==> src/rtl/sram_mem_controller.sv <==
// sram_mem_controller: splits 32-bit MEM-stage loads/stores into two timed 16-bit async SRAM transfers
module sram_mem_controller #(
  parameter int SRAM_WAIT   = 2,
  parameter int BASE_ADDR   = 1024,
  parameter int SRAM_ADDR_W = 18
) (
  input  logic                   clk,
  input  logic                   rst,
  input  logic                   rd_en,
  input  logic                   wr_en,
  input  logic [31:0]            address,
  input  logic [31:0]            write_data,
  output logic [31:0]            read_data,
  output logic                   ready,
  output logic [SRAM_ADDR_W-1:0] sram_addr,
  output logic [15:0]            sram_dq_out,
  output logic                   sram_dq_oe,
  input  logic [15:0]            sram_dq_in,
  output logic                   sram_we_n
);
  typedef enum logic [2:0] {IDLE, RD_LO, RD_HI, WR_LO, WR_HI, DONE} state_t;
  state_t state, state_next;
  logic [3:0] wcnt;
  logic [31:0] addr_q, wdata_q;
  logic [SRAM_ADDR_W-2:0] w;
  logic last, rd, wr, hi;
  assign last = wcnt == 4'(SRAM_WAIT - 1);
  assign rd = state == RD_LO || state == RD_HI;
  assign wr = state == WR_LO || state == WR_HI;
  assign hi = state == RD_HI || state == WR_HI;
  // word index wraps silently; out-of-range addresses alias into the SRAM
  assign w = (SRAM_ADDR_W-1)'((addr_q - 32'(BASE_ADDR)) >> 2);
  assign ready = (state == IDLE && !rd_en && !wr_en) || state == DONE;
  assign sram_we_n = !wr;
  assign sram_dq_oe = wr;
  assign sram_addr = (rd || wr) ? {w, hi} : '0;
  assign sram_dq_out = state == WR_LO ? wdata_q[15:0] : state == WR_HI ? wdata_q[31:16] : '0;
  always_comb begin
    state_next = state;
    case (state)
      IDLE:  state_next = wr_en ? WR_LO : rd_en ? RD_LO : IDLE;
      RD_LO: state_next = last ? RD_HI : RD_LO;
      RD_HI: state_next = last ? DONE : RD_HI;
      WR_LO: state_next = last ? WR_HI : WR_LO;
      WR_HI: state_next = last ? DONE : WR_HI;
      default: state_next = IDLE;
    endcase
  end
  always_ff @(posedge clk or posedge rst) begin
    if (rst) begin
      state     <= IDLE;
      wcnt      <= '0;
      addr_q    <= '0;
      wdata_q   <= '0;
      read_data <= '0;
    end else begin
      state <= state_next;
      wcnt  <= ((rd || wr) && !last) ? wcnt + 4'd1 : 4'd0;
      if (state == IDLE && (wr_en || rd_en)) addr_q <= address;
      if (state == IDLE && wr_en) wdata_q <= write_data;
      if (state == RD_LO && last) read_data[15:0] <= sram_dq_in;
      if (state == RD_HI && last) read_data[31:16] <= sram_dq_in;
    end
  end
endmodule

==> config.mk <==
export PLATFORM = sky130hd
export DESIGN_NAME = sram_mem_controller
export DESIGN_NICKNAME = d
export VERILOG_FILES = /design/src/rtl/sram_mem_controller.sv
export SDC_FILE = /design/constraint.sdc
export NUM_CORES = 1
export LEC_CHECK = 0
export ABC_AREA = 1
export BUFFER_PORTS_ARGS = -buffer_cell sky130_fd_sc_hd__clkbuf_2
export CAP_MARGIN = 10
export CORE_ASPECT_RATIO = 0.5
export CORE_MARGIN = 2
export CORE_UTILIZATION = 53
export DETAILED_ROUTE_END_ITERATION = 12
export PLACE_DENSITY = 0.9
export SYNTH_ARGS = -nofsm -noshare
export SYNTH_HDL_FRONTEND = slang
export SYNTH_SLANG_ARGS = --single-unit
==> constraint.sdc <==
create_clock -name clk -period 4.8 [get_ports clk]
set_clock_uncertainty 0.2 [all_clocks]
set_input_delay 0 -clock clk [delete_from_list [all_inputs] [get_ports clk]]
set_output_delay 0 -clock clk [all_outputs]
set_load 0.005 [all_outputs]
==> summary.md, run 1 <==
| Metric | Value |
|---|---|
| Root Buffer | `clkbuf_16` |
| WP data required | `4600 ps` |
| Synth-to-layout area growth | `39.1%` |
| NumNets Final | `728` |
| Failing checks | `negative hold slack` |
| Share of layout cells above drive strength 1 | `35.1%` |
| Status | `finished with violations` |
| Mapped Nets | `534` |
| Post-DP HPWL | `5.72 mm` |
| Total core area | `7400 um^2` |
| Startpoint types | `flop` |
| # rows | `22` |
| Drt drc | `0` |
| Vias per cell | `5.15` |
| Initial core utilization | `55.3%` |
| Largest net degree at the start of global routing | `66` |
| TritonCTS buffer count | `9` |
| Final ANT Viol Nets | `0` |
| GRT Util Overall | `27.3%` |
| Initial DRC Count | `332` |
| Routed WL | `11.0 mm` |
| Synth area leader | `dfrtp_1` |
| Warnings, synthesis | `0` |
| Wire length per cell | `14.8 um` |
| Number of global-route vias before repair | `3767` |
| # IOs | `153` |
| FF+latch count, synth | `88` |
| Tightest Pin Transition | `983 ps` |
| Top post-synthesis cells by area | `dfrtp_1 (54%), o21ai_2 (6.9%), inv_1 (6.6%)` |
| Critical Path End Type | `primary output` |
| Syn_area_per_cell | `9.15 um^2` |
| Worst vdd ir | `0.000297 V` |
| Initial antenna violation count | `0` |
| Cells after synthesis | `447` |
| Clk slew on worst S/H paths | `60 ps` |
| Core Util, Final | `76.9%` |
| Gr ovfl total | `0` |
| Layout Cells excl Fill | `742` |
| Final setup margin | `2160 ps` |
| Power per cell area | `632 nW/um^2` |
| Die area | `8480 um^2` |
| Rel. slew slack | `34.4%` |
| CP arrival | `2440 ps` |
| Drt pass-1 iters | `5` |
| Final instance area | `5690 um^2` |
| DIE WIDTH | `128 um` |
| PortBufs | `137` |
| Post-synth top area share | `53.8%` |
| Setup Viol. Count Final | `0` |
| Max-slew violation count | `0` |
| Post-synth EDFFs | `0` |
| Critical path class | `reg -> out` |
| Final Cycle Share | `55.0%` |
| Hold Fails Final Rpt | `1` |
| Placer Congestion | `0.806` |
| Maximum root-to-sink buffer count | `2` |
| Most common cell in the netlist | `dfrtp_1` |
| Cell Area, Placed | `4740 um^2` |
| # hold bufs at CTS | `66` |
| Leakage | `3.05 nW` |
| Chip height | `66.1 um` |
| Placed Cells incl. Taps | `659` |
| Top cells by count, synth | `dfrtp_1 (88), inv_1 (72), nor2_1 (72)` |
| Cell area after synthesis | `4090 um^2` |
| CTS sink count | `88` |
| Synth cell types | `29` |
| HP Class | `in -> reg` |
| Fmax | `0.379 GHz` |
| Post-synthesis sequential area ratio | `53.8%` |
| Setup_tns | `0 ps` |
| Vias | `3824` |
| CTS tree | `yes` |
| First-pass GRT wire length | `17.8 mm` |
| DP Worst Slack | `2440 ps` |
| Min Tclk post-route | `2640 ps` |
| MaxCap Viol Count | `0` |
| Ys flop type | `dfrtp_1` |
| Worst-path maximum fanout | `21` |
| Fraction of registers with async set/reset | `100%` |
| H-tree depth reported by CTS | `3` |
| Setup repair after global routing missed its margin | `false` |
| Hold Worst Slack | `-16.9 ps` |
| Cts repair resizes | `0` |
| Skew-Pair Late Insertion Delay | `330 ps` |
| Post-CTS Setup Bufs | `0` |
| Antenna cells | `0` |
[flip-flops by register name (all words and copies together), names as in the netlist]
name,flops
wdata_q,32
wcnt,4
addr_q,17
state,3
read_data,32
[final cells by class]
cell class              count  area (um^2)
flip-flops and latches     88         2200
fillers                   450         1710
multi-input cells         264         1450
repair buffers            205         1370
inverters                  73          275
clock buffers              13          250
well taps                  96          120
clock inverters             3         17.5
[through the flow]
| step | hold WS, ps | power (mW) |
|---|---|---|
| floorplan | -67.0 | 2.34 |
| global placement | -185 | 2.78 |
| detailed placement | -184 | 2.85 |
| CTS | 14.5 | 3.53 |
| global route | 8.00 | 3.87 |
| finish | -16.9 | 3.60 |
[power by group]
group          internal [mW]  switching [mW]  total (mW)
Sequential              1.10           0.203        1.30
Combinational          0.687           0.976        1.66
Clock                  0.364           0.271       0.634
Total                   2.15            1.45        3.60
[placed cells by master (no fill, tap or decap), types with 2 or more instances in the layout]
master | Yosys | routed
clkbuf_1 | 2 | 3
nor2_1 | 72 | 72
clkbuf_2 | 0 | 137
nand3_2 | 2 | 3
nand4_1 | 2 | 2
nand2_1 | 31 | 31
a21oi_1 | 49 | 49
inv_1 | 72 | 71
dfrtp_1 | 88 | 88
o21ai_2 | 32 | 32
dlygate4sd3_1 | 0 | 66
clkbuf_16 | 0 | 9
o22ai_1 | 15 | 15
or2_2 | 2 | 4
ha_1 | 3 | 3
o21ai_0 | 6 | 6
nor3_2 | 4 | 4
nand2_2 | 28 | 28
nand3_1 | 8 | 7
clkinv_2 | 0 | 3
[kinds of logic after synthesis]
logic type	after synthesis	synth area share [%]
and+or+nand+nor	155	17.8
AOI/OAI and AO/OA	104	16.2
buffers and inverters	95	10.8
DFF	88	53.8
adders and majority gates	3	0.918
xor gates and xnor gates	2	0.428
[worst max-delay path: stages, from the launching register on]
cell,delay (ps)
dfrtp_1,470
nor2_4,90
nand2_2,310
nand2_1,170
nor2_2,770
nor2_1,140
clkbuf_2,160
[layer usage]
| layer | up-vias | global-route usage, % | wire (um) |
|---|---|---|---|
| met5 | - | 0 | 0 |
| met4 | 0 | 14.0 | 410 |
| met3 | 42 | 6.72 | 622 |
| met2 | 180 | 47.7 | 5530 |
| met1 | 1812 | 31.7 | 4400 |
| li1 | 1790 | - | - |
[path summary, 6_finish.rpt]
check / start / end / slack (ps) / depth (start not counted)
min in group asynchronous: rst / read_data[9] / 10 / 3
max in group asynchronous: rst / addr_q[10] / 3270 / 4
hold reg to reg: read_data[6] / read_data[6] / 290 / 2
hold / removal: wr_en / wdata_q[31] / -20 / 3
setup reg to reg: state[1] / wcnt[3] / 2500 / 5
setup / recovery: state[1] / sram_addr[12] / 2160 / 6
No activity file was read; power rests on OpenSTA's default activity.
==> inputs of run 2 (changes only) <==
ABC_AREA = 0   (was 1)
CORE_UTILIZATION = 48   (was 53)
PLACE_DENSITY = 0.84   (was 0.9)
clock period = 2.5 ns   (was 4.8 ns; I/O delays follow)
==> run 2 against run 1 <==
The flow now finishes without violations. Sequential power grew 110%. Critical path type unchanged. Combinational power grew 77%. Largest cell class unchanged. Critical path depth shrank 2. Critical endpoint is now sram_addr[17]. Worst hold slack gained 100 ps. Die area grew 3.7%. Largest power group unchanged. First-iteration DRC count shrank 64%. Setup slack lost 2000 ps.
==> summary.md, run 2 <==
| Metric | Value |
|---|---|
| Most common cell in the netlist | `dfrtp_1` |
| Clk slew on worst S/H paths | `60 ps` |
| Rel. slew slack | `57.0%` |
| Filler cells | `532` |
| DR WL met3 | `380 um` |
| Chip height | `67.3 um` |
| Final ANT Viol Nets | `0` |
| P_int | `4.66 mW` |
| Number of global-route vias before repair | `3001` |
| Clock group share of total power | `19.3%` |
| Post-synth top area share | `57.2%` |
| Worst-path maximum fanout | `6` |
| Leakage | `2.67 nW` |
| Psw | `2.28 mW` |
| Setup_tns | `0 ps` |
| Delay-heaviest family, CP | `simple AND/OR/NAND/NOR gates` |
| Met1 wire length | `3.85 mm` |
| Synth area leader | `dfrtp_1` |
| Gr ovfl total | `0` |
| Layout Cells excl Fill | `602` |
| Post-DP HPWL | `5.54 mm` |
| Reg2Reg Setup Slack | `450 ps` |
| Tightest Pin Transition | `644 ps` |
| Post-CTS Setup Bufs | `0` |
| CTS tree | `yes` |
| Initial DRC Count | `121` |
| Drt pass-1 iters | `4` |
| End of the critical path | `sram_addr[17]` |
| Ys flop type | `dfrtp_1` |
| R2R cell count | `4` |
| Share of layout cells above drive strength 1 | `51.4%` |
| PortBufs | `137` |
| RR Endpoint | `wdata_q[0]` |
| Fmax | `0.436 GHz` |
| Startpoint types | `flop` |
| Root Buffer | `clkbuf_16` |
| Worst vdd ir | `0.000611 V` |
| Setup repair after global routing missed its margin | `false` |
| Largest registers | `read_data x32, wdata_q x32, addr_q x17` |
| Top cells by count, synth | `dfrtp_1 (88), mux2_2 (81), a22o_1 (16)` |
| Initial antenna violation count | `0` |
| GRT Util Overall | `22.1%` |
| Largest net degree at the start of global routing | `45` |
| Post-synth EDFFs | `0` |
| Top sig layer | `met4` |
| Comb power frac | `42.3%` |
| DIE WIDTH | `131 um` |
| NumNets Final | `572` |
| Placer Congestion | `0.719` |
| H-tree depth reported by CTS | `3` |
| Placed Cells incl. Taps | `519` |
| Vias per cell | `5.01` |
| Routed WL | `9.53 mm` |
| # IOs | `153` |
| Fraction of registers with async set/reset | `100%` |
| Critical Path Max Stage Delay | `570 ps` |
| Skew-Pair Late Insertion Delay | `330 ps` |
| Syn_area_per_cell | `13.8 um^2` |
| First-pass GRT wire length | `14.5 mm` |
| Mapped Nets | `365` |
| Total core area | `7890 um^2` |
| CP cell instances | `or4_4, or4_1, a21oi_1, clkbuf_2` |
| # rows | `23` |
| CP arrival | `2090 ps` |
| Cells after synthesis | `278` |
| Antenna cells | `0` |
| Warnings, synthesis | `0` |
| MaxCap Viol Count | `0` |
| Post-synthesis sequential area ratio | `57.2%` |
| CTS sink count | `88` |
| Hold Fails Final Rpt | `0` |
| Worst setup startpoint | `addr_q[13]` |
| Critical path class | `reg -> out` |
| Reg-to-reg startpoint | `state[2]` |
| Min Tclk post-route | `2290 ps` |
| Cell area after synthesis | `3850 um^2` |
| Met2 Wirelength | `5.11 mm` |
| Commonest non-fill, non-tap cell in the layout | `clkbuf_2` |
| Setup Viol. Count Final | `0` |
| Worst path bufs/invs | `1` |
| Wire length per cell | `15.8 um` |
| Maximum root-to-sink buffer count | `2` |
| FF+latch count, synth | `88` |
| Die area | `8800 um^2` |
| Crit path depth | `4` |
| Synth cell types | `35` |
| Hold Worst Slack | `86.0 ps` |
| Commonest non-fill, non-tap cells in the layout | `clkbuf_2 (137), dfrtp_1 (88), mux2_2 (81), dlygate4sd3_1 (67), a22o_1 (16)` |
| Switching Share | `32.8%` |
| Top post-synthesis cells by area | `dfrtp_1 (57%), mux2_2 (24%), a22o_1 (3.6%)` |
| Drt drc | `0` |
| Status | `completed` |
| Critical Path End Type | `primary output` |
| Sequential share of power | `38.4%` |
| Final Cycle Share | `91.6%` |
| Max-slew violation count | `0` |
| Initial core utilization | `48.8%` |
| Vias | `3014` |
| Slowest-stage cell, CP | `or4_4` |
| WP data required | `2300 ps` |
| HP Class | `in -> async` |
| TritonCTS buffer count | `9` |
| Power per cell area | `1230 nW/um^2` |
| Synth-to-layout area growth | `46.7%` |
## run 2: changes by cell type after synthesis, moves of 15 or more
| cell | previous run | this run |
|---|---|---|
| inv_1 | 72 | 6 |
| nor2_1 | 72 | 11 |
| a21oi_1 | 49 | 5 |
| nand2_1 | 31 | 1 |
| a22o_1 | 0 | 16 |
| nand2_2 | 28 | 0 |
| mux2_2 | 0 | 81 |
| o21ai_2 | 32 | 0 |
| o22ai_1 | 15 | 0 |
## run 2: kinds of logic (layout without fill, tap and decap cells)
group | Yosys count | after routing | share of synthesized area [%]
buffers and inverters | 22 | 234 | 2.83
DFF | 88 | 88 | 57.2
and+or+nand+nor | 47 | 47 | 7.60
adders and majority gates | 3 | 3 | 0.975
xor gates and xnor gates | 8 | 8 | 1.82
muxes | 82 | 82 | 24.0
AOI/OAI and AO/OA | 28 | 28 | 5.59
## run 2: worst register-to-register path, delay by kind of cell (launching register included)
| family | cells | cell delay (ps) |
|---|---|---|
| flip-flops | 1 | 490 |
| AND/OR/NAND/NOR | 2 | 470 |
| multiplexers | 1 | 400 |
| buffers and inverters | 1 | 370 |
## run 2: worst min path at each step
stage                          to  cells after the start
finish              read_data[22]                      3
global route        read_data[22]                      3
CTS                 read_data[22]                      3
detailed placement  read_data[22]                      2
global placement    read_data[22]                      2
floorplan                state[1]                      2
## run 2: area by class of cell
cell class	count	area, um^2	share of cell area, %
tap	112	140	2.48
inverter	6	23.8	0.421
timing repair buffer	212	1430	25.3
sequential	88	2200	39.0
clock inverter	3	40.0	0.709
clock buffer	13	260	4.61
multi-input combinational	168	1550	27.5
## run 2: power by group through the flow
stage | Combinational, mW | Sequential [mW] | Clock [mW]
floorplan | 1.87 | 2.53 | 0
global placement | 2.72 | 2.62 | 0
detailed placement | 2.80 | 2.65 | 0
CTS | 2.89 | 2.63 | 1.36
global route | 3.21 | 2.76 | 1.44
finish | 2.94 | 2.67 | 1.34
## run 2: per-layer routing
metal / vias up / track usage, %
met5: - / 0
met4: 0 / 8.11
met3: 24 / 7.13
met2: 90 / 40.5
met1: 1500 / 24.6
li1: 1400 / -
## run 2: through the flow
step                util (%)  worst slack, ps  power [mW]  area, um^2
floorplan                  -             21.4        4.40        3850
global placement        59.2              522        5.34        4670
detailed placement      59.2              519        5.45        4670
CTS                     71.5              181        6.88        5640
global route            71.6              102        7.41        5650
finish                  71.6              209        6.95        5650
## run 2: what timing repair did
item                                   4_1_cts  5_1_grt
setup endpoints to repair                    0        3
gates resized for setup                      0        1
endpoints found under the hold margin      137        0
hold buffers                                67        0
==> inputs of run 3 (changes only) <==
CORE_UTILIZATION = 44   (was 48)
GPL_ROUTABILITY_DRIVEN = 0   (was unset)
PLACE_DENSITY = 0.81   (was 0.84)
clock period = 1.95 ns   (was 2.5 ns; I/O delays follow)
==> run 3 against run 2 <==
Critical path type unchanged. Cell count up 3.3%. Clock power up 37%. Largest cell class unchanged. The run now ends with negative setup slack left. Via count increased by 4.6%. Largest power group unchanged.
==> summary.md, run 3 (synthesis results as in run 2) <==
| Metric | Value |
|---|---|
| GRT Util Overall | `22.1%` |
| DIE WIDTH | `136 um` |
| Hold Fails Final Rpt | `0` |
| HP Class | `in -> reg` |
| Critical path class | `reg -> out` |
| Setup repair after global routing missed its margin | `true` |
| Vias | `3153` |
| TritonCTS buffer count | `9` |
| Maximum root-to-sink buffer count | `2` |
| Worst-path maximum fanout | `6` |
| Hold Worst Slack | `43.5 ps` |
| Routed WL | `10.2 mm` |
| Vias per cell | `5.07` |
| # IOs | `153` |
| Commonest non-fill, non-tap cells in the layout | `clkbuf_2 (133), dfrtp_1 (88), mux2_2 (81), dlygate4sd3_1 (67), a22o_1 (16)` |
| H-tree depth reported by CTS | `3` |
| # rows | `24` |
| Number of global-route vias before repair | `3284` |
| Worst vdd ir | `0.000749 V` |
| Filler cells | `559` |
| First-pass GRT wire length | `16.1 mm` |
| Wire length per cell | `16.3 um` |
| Commonest non-fill, non-tap cell in the layout | `clkbuf_2` |
| Die area | `9560 um^2` |
| DP Worst Slack | `39.2 ps` |
| Leakage | `2.78 nW` |
| Largest net degree at the start of global routing | `89` |
| Initial core utilization | `44.8%` |
| CP arrival | `1970 ps` |
| Skew-Pair Late Insertion Delay | `330 ps` |
| Synth-to-layout area growth | `53.9%` |
| Startpoint types | `flop` |
| Largest registers | `read_data x32, wdata_q x32, addr_q x17` |
| Chip height | `70.1 um` |
| Tightest Pin Transition | `474 ps` |
| Status | `finished with violations` |
| Drt pass-1 iters | `4` |
| Initial antenna violation count | `1` |
| Root Buffer | `clkbuf_16` |
| Initial DRC Count | `202` |
| CTS tree | `yes` |
| PortBufs | `137` |
| Setup Viol. Count Final | `4` |
| Final setup margin | `-224 ps` |
| Core Util, Final | `69.0%` |
| Min Tclk post-route | `2170 ps` |
| NumNets Final | `586` |
| Rel. slew slack | `68.4%` |
| Share of layout cells above drive strength 1 | `54.8%` |
| Drt drc | `0` |
| WP data required | `1750 ps` |
| Post-DP HPWL | `5.74 mm` |
| Gr ovfl total | `0` |
| Final Cycle Share | `111%` |
| CTS sink count | `88` |
| Critical Path End Type | `primary output` |
| Max-slew violation count | `0` |
| Total core area | `8590 um^2` |
| Final ANT Viol Nets | `0` |
| Power per cell area | `1620 nW/um^2` |
| Failing checks | `negative setup slack` |
| Reg2Reg Setup Slack | `80 ps` |
| Clk slew on worst S/H paths | `60 ps` |
| Fmax | `0.460 GHz` |
| MaxCap Viol Count | `0` |
==> run 3: final cells by class <==
class                      instances  area (um^2)  area share (%)
clock buffer                      13          250            4.22
multi-input combinational        168         1610            27.1
inverter                           6         26.3           0.443
tap                              117          146            2.47
sequential                        88         2200            37.2
antenna                            1         2.50          0.0422
timing repair buffer             226         1630            27.5
clock inverter                     3         65.1            1.10
==> run 3: power by group <==
| part | switching, mW | internal (mW) | leakage (nW) |
|---|---|---|---|
| Sequential | 0.587 | 2.77 | 1.04 |
| Clock | 0.682 | 1.16 | 0.154 |
| Combinational | 1.85 | 2.57 | 1.59 |
| Total | 3.12 | 6.50 | 2.78 |
==> run 3: stage by stage <==
| stage | setup TNS [ps] | total power, mW | std cells | instance area [um^2] |
|---|---|---|---|---|
| floorplan | 0 | 5.64 | 278 | 3850 |
| global placement | 0 | 7.09 | 531 | 4790 |
| detailed placement | 0 | 7.25 | 531 | 4790 |
| CTS | -696 | 9.32 | 616 | 5820 |
| global route | -889 | 10.2 | 622 | 5930 |
| finish | -612 | 9.62 | 622 | 5930 |
==> run 3: per-layer routing <==
| metal | share of wire (%) | track usage [%] |
|---|---|---|
| met5 | 0 | 0 |
| met4 | 5.5 | 11.9 |
| met3 | 4.1 | 6.39 |
| met2 | 53 | 39.3 |
| met1 | 38 | 23.7 |
==> run 3: final timing paths <==
kind,depth (start not counted),startpoint,to
max,4,addr_q[12],sram_addr[17]
min,4,rd_en,state[0]
max reg2reg,5,wcnt[1],state[0]
min reg2reg,1,addr_q[8],addr_q[8]
max in group asynchronous,4,rst,read_data[7]
min in group asynchronous,4,rst,wcnt[3]
==> run 3: critical path, cell delays in order (launching register included) <==
cell and delay (ps):
dfrtp_1 390, or4_4 580, or4_4 430, a21oi_2 120
buf_2 120
==> run 3: what timing repair did <==
action                                  4_1_cts  5_1_grt
pin swaps                                    10        6
endpoints found under the setup margin       22       67
hold buffers                                 67        0
endpoints found under the hold margin       170        0
buffers inserted                              2        4
cloned                                        0        1
gates resized for setup                       8       17
